[config.mk]
export PLATFORM = sky130hd
export DESIGN_NAME = register_wb_queue
export DESIGN_NICKNAME = d
export VERILOG_FILES = /design/src/rtl/cpu32_wb_pkg.sv /design/src/rtl/wb_fifo.sv /design/src/rtl/register_wb_queue.sv
export SDC_FILE = /design/constraint.sdc
export NUM_CORES = 1
export LEC_CHECK = 0
export ABC_AREA = 0
export CORE_MARGIN = 2
export CORE_UTILIZATION = 50
export CTS_BUF_LIST = sky130_fd_sc_hd__clkbuf_4
export CTS_CLUSTER_DIAMETER = 100
export DETAILED_ROUTE_END_ITERATION = 10
export PLACE_DENSITY = 0.78
export SYNTH_ARGS = -nofsm -noshare
export SYNTH_HDL_FRONTEND = slang
export SYNTH_SLANG_ARGS = --single-unit
[constraint.sdc]
create_clock -name clk -period 3.3 [get_ports clk]
set_input_delay 0.495 -clock clk [delete_from_list [all_inputs] [get_ports clk]]
set_output_delay 0.495 -clock clk [all_outputs]
set_load 0.02 [all_outputs]
[src/rtl/cpu32_wb_pkg.sv]
// cpu32_wb_pkg: shared write-back definitions for the CPU32 pipeline.
//   - write-back opcode encodings
//   - 2-bit write-mask constants ({port2, port1})
//   - write-record layout at the default CPU32 widths (32-bit data, 5-bit addr)
package cpu32_wb_pkg;

  localparam logic [3:0] WB_NOP     = 4'd0;
  localparam logic [3:0] WB_R1_A1   = 4'd1;
  localparam logic [3:0] WB_R1_A2   = 4'd2;
  localparam logic [3:0] WB_R1_R2   = 4'd3;   // r1 -> r2[ADDR_W-1:0]
  localparam logic [3:0] WB_R2_A1   = 4'd4;
  localparam logic [3:0] WB_R2_A2   = 4'd5;
  localparam logic [3:0] WB_R2_R1   = 4'd6;   // r2 -> r1[ADDR_W-1:0]
  localparam logic [3:0] WB_DUAL    = 4'd7;   // {r1->a1, r2->a2}
  localparam logic [3:0] WB_SWAP    = 4'd8;   // {r1->a2, r2->a1}
  localparam logic [3:0] WB_ZERO_A1 = 4'd9;
  localparam logic [3:0] WB_ZERO_A2 = 4'd10;

  localparam logic [1:0] WB_MASK_NONE = 2'b00;
  localparam logic [1:0] WB_MASK_P1   = 2'b01;
  localparam logic [1:0] WB_MASK_P2   = 2'b10;
  localparam logic [1:0] WB_MASK_BOTH = 2'b11;

  localparam int WB_DATA_W = 32;
  localparam int WB_ADDR_W = 5;

  // Write record at the default CPU32 widths. Parameterised instances of the
  // queue keep the same field order in a locally sized copy of this layout.
  typedef struct packed {
    logic [1:0]           mask;
    logic [WB_DATA_W-1:0] wr1;
    logic [WB_DATA_W-1:0] wr2;
    logic [WB_ADDR_W-1:0] wa1;
    logic [WB_ADDR_W-1:0] wa2;
  } wb_rec_t;

endpackage

[src/rtl/wb_fifo.sv]
// wb_fifo: generic synchronous FIFO of fixed-width records.
//   clk, rst (async, active-low)
//   push/din  : write din when not full
//   pop       : drop head when not empty
//   head      : storage at read pointer (registered, no bypass)
//   level     : occupied entries, 0..DEPTH
module wb_fifo #(
  parameter int DEPTH = 4,
  parameter int WIDTH = 8,
  localparam int PTR_W = $clog2(DEPTH),
  localparam int LVL_W = $clog2(DEPTH) + 1
) (
  input  logic             clk,
  input  logic             rst,
  input  logic             push,
  input  logic             pop,
  input  logic [WIDTH-1:0] din,
  output logic [WIDTH-1:0] head,
  output logic [LVL_W-1:0] level
);

  logic [DEPTH-1:0][WIDTH-1:0] mem;
  logic [PTR_W-1:0]            wr_ptr, rd_ptr;
  logic                        push_ok, pop_ok;

  assign push_ok = push && (level != LVL_W'(DEPTH));
  assign pop_ok  = pop  && (level != '0);
  assign head    = mem[rd_ptr];

  // Storage is reset so an empty queue presents all-zero record fields.
  always_ff @(posedge clk or negedge rst) begin
    if (!rst) begin
      mem    <= '0;
      wr_ptr <= '0;
      rd_ptr <= '0;
      level  <= '0;
    end else begin
      if (push_ok) begin
        mem[wr_ptr] <= din;
        wr_ptr      <= wr_ptr + 1'b1;   // DEPTH is a power of two: natural wrap
      end
      if (pop_ok)
        rd_ptr <= rd_ptr + 1'b1;
      case ({push_ok, pop_ok})
        2'b10:   level <= level + LVL_W'(1);
        2'b01:   level <= level - LVL_W'(1);
        default: level <= level;
      endcase
    end
  end

endmodule

[src/rtl/register_wb_queue.sv]
// register_wb_queue: CPU32 write-back decode plus record queue.
//   clk, rst (async, active-low)
//   r1/r2, a1/a2, op, proceed : execute-side op; decoded into up to two writes
//   ready    : queue has room (level < DEPTH), depends on level only
//   rf_ready : register file consumes the head record this cycle
//   write, wr1/wr2, wa1/wa2 : head record; write=00 while empty
//   level    : occupied entries
//   overrun  : sticky, set when a non-empty op arrives while full
module register_wb_queue
  import cpu32_wb_pkg::*;
#(
  parameter int DATA_W   = 32,
  parameter int ADDR_W   = 5,
  parameter int DEPTH    = 4,
  parameter int ZERO_REG = 1,
  localparam int LVL_W   = $clog2(DEPTH) + 1
) (
  input  logic              clk,
  input  logic              rst,
  input  logic [DATA_W-1:0] r1,
  input  logic [DATA_W-1:0] r2,
  input  logic [ADDR_W-1:0] a1,
  input  logic [ADDR_W-1:0] a2,
  input  logic [3:0]        op,
  input  logic              proceed,
  output logic              ready,
  input  logic              rf_ready,
  output logic [1:0]        write,
  output logic [DATA_W-1:0] wr1,
  output logic [DATA_W-1:0] wr2,
  output logic [ADDR_W-1:0] wa1,
  output logic [ADDR_W-1:0] wa2,
  output logic [LVL_W-1:0]  level,
  output logic              overrun
);

  // Same field order as wb_rec_t, sized by this instance's parameters.
  typedef struct packed {
    logic [1:0]        mask;
    logic [DATA_W-1:0] wr1;
    logic [DATA_W-1:0] wr2;
    logic [ADDR_W-1:0] wa1;
    logic [ADDR_W-1:0] wa2;
  } rec_t;

  rec_t rec, head;
  logic push, has_work;

  // Decode -> collapse -> R0 suppression. Collapse runs first so a dual op
  // aimed twice at R0 folds to one port and is then suppressed as a whole.
  always_comb begin
    rec = '0;
    case (op)
      WB_R1_A1:   begin rec.mask = WB_MASK_P1; rec.wr1 = r1;  rec.wa1 = a1; end
      WB_R1_A2:   begin rec.mask = WB_MASK_P1; rec.wr1 = r1;  rec.wa1 = a2; end
      WB_R1_R2:   begin rec.mask = WB_MASK_P1; rec.wr1 = r1;  rec.wa1 = r2[ADDR_W-1:0]; end
      WB_R2_A1:   begin rec.mask = WB_MASK_P1; rec.wr1 = r2;  rec.wa1 = a1; end
      WB_R2_A2:   begin rec.mask = WB_MASK_P1; rec.wr1 = r2;  rec.wa1 = a2; end
      WB_R2_R1:   begin rec.mask = WB_MASK_P1; rec.wr1 = r2;  rec.wa1 = r1[ADDR_W-1:0]; end
      WB_DUAL: begin
        rec.mask = WB_MASK_BOTH;
        rec.wr1  = r1; rec.wa1 = a1;
        rec.wr2  = r2; rec.wa2 = a2;
      end
      WB_SWAP: begin
        rec.mask = WB_MASK_BOTH;
        rec.wr1  = r1; rec.wa1 = a2;
        rec.wr2  = r2; rec.wa2 = a1;
      end
      WB_ZERO_A1: begin rec.mask = WB_MASK_P1; rec.wa1 = a1; end
      WB_ZERO_A2: begin rec.mask = WB_MASK_P1; rec.wa1 = a2; end
      default:    rec = '0;
    endcase

    // Both ports hitting one register: port 2 is the later write, so it wins.
    if (rec.mask == WB_MASK_BOTH && rec.wa1 == rec.wa2) begin
      rec.mask = WB_MASK_P1;
      rec.wr1  = rec.wr2;
      rec.wr2  = '0;
      rec.wa2  = '0;
    end

    if (ZERO_REG != 0) begin
      if (rec.wa1 == '0) rec.mask[0] = 1'b0;
      if (rec.wa2 == '0) rec.mask[1] = 1'b0;
    end
  end

  assign has_work = proceed && (rec.mask != WB_MASK_NONE);
  assign ready    = (level < LVL_W'(DEPTH));
  assign push     = has_work && ready;

  wb_fifo #(.DEPTH(DEPTH), .WIDTH($bits(rec_t))) u_fifo (
    .clk   (clk),
    .rst   (rst),
    .push  (push),
    .pop   (rf_ready),
    .din   (rec),
    .head  (head),
    .level (level)
  );

  always_ff @(posedge clk or negedge rst) begin
    if (!rst)                 overrun <= 1'b0;
    else if (has_work && !ready) overrun <= 1'b1;
  end

  assign write = (level != '0) ? head.mask : WB_MASK_NONE;
  assign wr1   = head.wr1;
  assign wr2   = head.wr2;
  assign wa1   = head.wa1;
  assign wa2   = head.wa2;

endmodule

# After elaboration in Yosys (flattened, before gate mapping)
# Index checks and enable logic that the tools add are counted.
word_totals:
  regBits: 312
  latchBits: 0
  mem_bits_rw: 0
  mem_bits_ro: 0
  input_bits: 82
  out_inout_bits: 81
  elab_cells: 66
  mem_count: 0
classes:
  n_addsub: 4
  n_mul: 0
  n_div: 0
  magnitude_cmp: 4
  n_eq_ne: 15
  n_shift: 0
  n_mux: 16
  bitwise: 0
  n_reduce_logical: 19
op_table:
  columns: ["operator", "n"]
  rows:
  - ["bitwise mux 304 bit", 1]
  - ["binary-select mux 76 bit (select 2 bit)", 1]
  - ["demux 76 bit (select 2 bit)", 1]
  - ["2-to-1 mux 76 bit", 2]
  - ["2-to-1 mux 66 bit", 1]
  - ["one-hot mux 32 bit (2 select lines)", 1]
  - ["2-to-1 mux 32 bit", 1]
  - ["one-hot mux 5 bit (4 select lines)", 1]
  - ["equality test 4 x 3 -> 1 bit, second input constant", 4]
  - ["equality test 4 bit, second input constant", 3]
  - ["zero test 5 bit", 2]
  - ["one-hot mux 5 bit (2 select lines)", 1]
  - ["equality test 4 x 2 -> 1 bit, second input constant", 2]
  - ["OR reduction 4 bit", 2]
  - ["OR reduction 8 bit", 1]
  - ["logical AND 1 bit", 7]
  - ["< comparator 2 x 3 -> 1 bit, second input constant", 2]
  - ["one-hot mux 3 bit (2 select lines)", 1]
  - ["equality test 5 bit", 1]
  - ["2-to-1 mux 5 bit", 1]
  - ["OR reduction 5 bit", 1]
  - ["adder 2 x 1 -> 2 bit, second input constant", 2]
  - ["equality test 2 bit, second input constant", 2]
  - ["equality test 4 x 1 -> 1 bit, second input constant", 1]
  - ["other kinds (14)", 16]

# Longest topological paths before layout
depth:
  ltp_word: 14
  depth_mapped: 14
  ltp_nobuf: 12

# Modules after synthesis
# From an unflattened synthesis, not the netlist that was laid out.
hier_totals:
  hier_cells: 917
  area_unflattened_um2: 14650.3
modules_own_cells:
  columns: ["mod", "n_inst", "cells_per_inst", "area_per_inst_um2", "seq_area_each_um2"]
  rows:
  - ["wb_fifo", 1, 773, 13539.2, 7782.5]
  - ["register_wb_queue", 1, 144, 1111.1, 25.0]

# Worst setup path before layout
# No wires, ideal clock.
synth_path:
  kind: "in2reg"
  startpoint: "in op[0]"
  endpoint: "reg u_fifo.level[2]"
  setup_ps: 80
  t_arrival_ps: 3201
  t_required_ps: 3220
  slack_ps: 19
  cell_stages: 14
  path_buffers: 2
  cell_sequence: "buf_2 > and4b_1 > buf_2 > a311o_4 > a221oi_4 > and4_1 > nand3_1 > nand2_1 > ha_1 > inv_1 > fa_1 > xor2_1 > nor2_1 > xnor2_1"
synth_via:
  elab_chain_len: 14
  elab_cells_between_ends: 34
  classes_between: "eq/ne: 14; mux: 8; reduce/logical: 12"
synth_rtl:
  columns: ["item", "line", "source"]
  rows:
  - ["start: declaration", "register_wb_queue.sv:24", "input logic [3:0] op,"]
  - ["equality test 4 bit (tied with other cells)", "register_wb_queue.sv:53", "case (op)"]
  - ["OR reduction 4 bit (no line) (tied with other cells)", null, null]
  - ["one-hot mux 5 bit (4 select lines) / one-hot mux 2 bit (2 select lines) (equally long branches)", "register_wb_queue.sv:53", null]
  - ["equality test 5 bit / equality test 2 bit (equally long branches)", "register_wb_queue.sv:76", "if (rec.mask == WB_MASK_BOTH && rec.wa1 == rec.wa2) begin"]
  - ["logical AND 1 bit", "register_wb_queue.sv:76", null]
  - ["2-to-1 mux 5 bit", "register_wb_queue.sv:76", null]
  - ["zero test 5 bit", "register_wb_queue.sv:85", "if (rec.wa2 == '0) rec.mask[1] = 1'b0;"]
  - ["2-to-1 mux 1 bit", "register_wb_queue.sv:85", null]
  - ["nonzero test 2 bit (*)", "register_wb_queue.sv:89", "assign has_work = proceed && (rec.mask != WB_MASK_NONE);"]
  - ["logical AND 1 bit (*)", "register_wb_queue.sv:89", null]
  - ["logical AND 1 bit (*)", "register_wb_queue.sv:91", "assign push = has_work && ready;"]
  - ["logical AND 1 bit (*)", "wb_fifo.sv:26", "assign push_ok = push && (level != LVL_W'(DEPTH));"]
  - ["equality test 2 x 1 -> 1 bit / equality test 2 bit (equally long branches)", "wb_fifo.sv:44", "case ({push_ok, pop_ok})"]
  - ["one-hot mux 3 bit (2 select lines) / nonzero test 2 bit (equally long branches)", null, null]
  - ["end signal: assignment", "wb_fifo.sv:45", "2'b10: level <= level + LVL_W'(1);"]
  - ["end signal: assignment", "wb_fifo.sv:46", "2'b01: level <= level - LVL_W'(1);"]
  - ["end signal: assignment", "wb_fifo.sv:47", "default: level <= level;"]
  - ["end: declaration", "wb_fifo.sv:19", "output logic [LVL_W-1:0] level"]
# Mark *: on every way between the ends. The rest lies on a longest branch, timed or not.
# A chain may end at the register's enable or synchronous reset.

# Worst setup path in the final report
layout_path:
  startpoint: "reg u_fifo.rd_ptr[1]"
  endpoint: "out wr1[12]"
layout_via:
  elab_chain_len: 2
layout_rtl:
  columns: ["item", "line", "source"]
  rows:
  - ["start: declaration", "wb_fifo.sv:23", "logic [PTR_W-1:0] wr_ptr, rd_ptr;"]
  - ["start signal: assignment", "wb_fifo.sv:43", "rd_ptr <= rd_ptr + 1'b1;"]
  - ["binary-select mux 76 bit (select 2 bit)", "wb_fifo.sv:28", "assign head = mem[rd_ptr];"]
  - ["2-to-1 mux 76 bit (implied by the code)", "wb_fifo.sv:28", null]
  - ["end: declaration", "register_wb_queue.sv:29", "output logic [DATA_W-1:0] wr1,"]
# Every way passes these cells. The select of a mux whose other input is x is not followed.

==> metrics.txt <==
vias after detailed routing=12200; global-route wire length before repair=65000 um; clock group share of total power=19.7%; synth top area cells=dfrtp_1, mux4_2, a31oi_1, nand2_1, o21ai_0; Reg area=7820 sq um; CTS tree=built; remaining antenna violation count after routing=0; Worst path slowest cell=dfrtp_4; Critical Setup Path Class=register to output pin; CP required=2.80 ns; crit-path cells=buf_4 -> mux4_2 -> clkdlybuf4s50_1; Routed wire per std cell=18.9 um; Max rail drop VDD=0.000652 V; Die W=179 um; crit path capture type=output pin; share of cells above drive strength 1=23.5%; crit path DAT=2.70 ns; # setup viols final=0; power after layout=17.3 mW; top_reg_cell synth=dfrtp_1; Tmin final=3.19 ns; Ports=163; Post-synth EDFFs=0; Overflow after GRT=0; GP Congestion=0.837; part of the power in registers=36.8%; worst skew pair latency=0.69 ns; crit start category=register; final core occ=63.7%; NetSw=6.32 mW; combinational share of power=43.5%; Hold Path Class=input port to async pin; total routed wirelength=39800 um; Final Cycle Share=96.7%; Yosys Warn Count=0; ys async rst share=100%; HPWL Detailed=27500 um; endpoints failing hold=0; finished layout cell area=19400 sq um; final std cells w/o fill=2102; Mapped Area=15400 sq um; First DRT Iteration DRCs=933; switching share of power=36.5%; H-tree depth=3; vias in the first global route=12400; PwrDens=893 nW/um^2; count leader, synth=dfrtp_1; Port Buffer Count=162; largest net degree at the start of global routing=96; CP max FO=28; Synth area leader=dfrtp_1; Total GRT Usage=25.8%; Die ar.=32200 sq um; initial antenna violation count=4; Slew Limit Headroom=50.0%; clock skew=0.0437 ns; Final #Nets=1727; Avg Inst Size Synth=11.1 sq um; Yosys top cell area share=50.8%; number of vias per cell=5.81; fmax=0.313 GHz; status=complete, no violations; dpl cells=1948; clk buf depth=3; area post-placement=18300 sq um; core footprint=30400 sq um; row count=64; area grow syn2layout=26.1%; Hold Slack=0.413 ns; post-synthesis sequential area ratio=50.8%; PostCTS Resize Cnt=0; syn_nets=1469; synth cell count leaders=dfrtp_1, nand2_1, nor2_1; Multi-input gate area=6940 sq um; clk sinks=312; DRC=0; starting density of the core=50.5%; max-slew violations=0; Seq cells post-synth=312; # fillers=2376; Static Leak=8.87 nW; Post-Synthesis Cells=1381; RSZ-0062 raised after global routing=false; Yosys cell types=50; Die Ht=179 um; max incr delay on CP=0.78 ns; internal power=11.0 mW; Root Driver=clkbuf_4; First-pass DRT Iterations=5; clk slew on worst S/H paths=0.07 ns; Worst-Margin Slew=0.750 ns; CTS buffer count=82; # Max-Cap Violations=0
==> final cells by class <==
type | count | area share (%)
antenna | 6 | 0.0774
clock buffer | 125 | 4.84
clock inverter | 20 | 0.658
inverter | 8 | 0.155
multi-input combinational | 940 | 35.8
sequential | 312 | 40.3
tap | 396 | 2.55
timing repair buffer | 295 | 15.6
==> routing by layer <==
metal,up-vias,global-route usage [%],share of wire (%)
li1,5625,-,-
met1,6119,36.3,43
met2,420,40.5,49
met3,57,5.59,6.6
met4,0,8.13,1.8
met5,-,0,0
==> timing repair <==
item,in CTS,in global routing
endpoints found under the setup margin,1,0
buffers inserted,2,0
endpoints found under the hold margin,88,0
hold buffers,1,0
==> power by group through the flow <==
stage | registers, mW | logic (mW) | clock network, mW
finish | 6.37 | 7.54 | 3.41
global route | 6.55 | 8.22 | 3.70
CTS | 6.35 | 7.60 | 3.47
detailed placement | 6.43 | 7.51 | 0
global placement | 6.30 | 7.35 | 0
floorplan | 6.02 | 4.85 | 0
==> per-stage QoR <==
stage               setup TNS, ns  setup WS (ns)
detailed placement         -12.63         -0.151
finish                          0          0.108
CTS                             0         0.0786
global placement            -3.08        -0.0695
global route                    0         0.0111
floorplan                       0         0.0190
==> path summary, 6_finish.rpt <==
check	startpoint	end	slack [ns]	cells after the start
worst max-delay path	u_fifo.rd_ptr[1]$_DFFE_PN0P_	wr1[12]	0.11	3
worst min-delay path	rst	u_fifo.mem[85]$_DFFE_PN0P_	0.41	2
worst max register to register	u_fifo.level[0]$_DFFE_PN0P_	u_fifo.level[2]$_DFFE_PN0P_	1.20	8
worst min register to register	u_fifo.mem[104]$_DFFE_PN0P_	u_fifo.mem[104]$_DFFE_PN0P_	0.47	2
max in group asynchronous	rst	u_fifo.mem[173]$_DFFE_PN0P_	1.90	3
min in group clk	proceed	overrun$_DFFE_PN0P_	0.46	2
==> critical path, delay by kind of cell (launching register included) <==
family	cells	cell delay (ns)
buffers and inverters	2	0.87
flip-flops	1	0.78
multiplexers	1	0.35
==> registers in the layout, indices dropped and copies added (netlist names) <==
register / cells
u_fifo.mem: 304
u_fifo.level: 3
u_fifo.rd_ptr: 2
u_fifo.wr_ptr: 2
overrun: 1
==> logic make-up after synthesis <==
group | count (synthesis) | share of synthesized area [%]
buf+inv | 129 | 4.35
xor+xnor | 11 | 0.627
compound gates | 434 | 20.4
fa+ha+maj | 7 | 0.602
flops | 312 | 50.8
simple gates | 409 | 11.8
mux | 79 | 11.4
==> layout by cell type (no fill, tap or decap), types with 36 or more instances in the layout <==
master,count
dfrtp_1,310
nand2_1,180
clkdlybuf4s50_1,161
nor2_1,132
o21ai_0,129
a31oi_1,128
clkbuf_4,125
buf_4,100
o21ai_1,78
mux4_2,76
nor2b_1,36
Note: power is estimated with default switching activity, not from simulation.
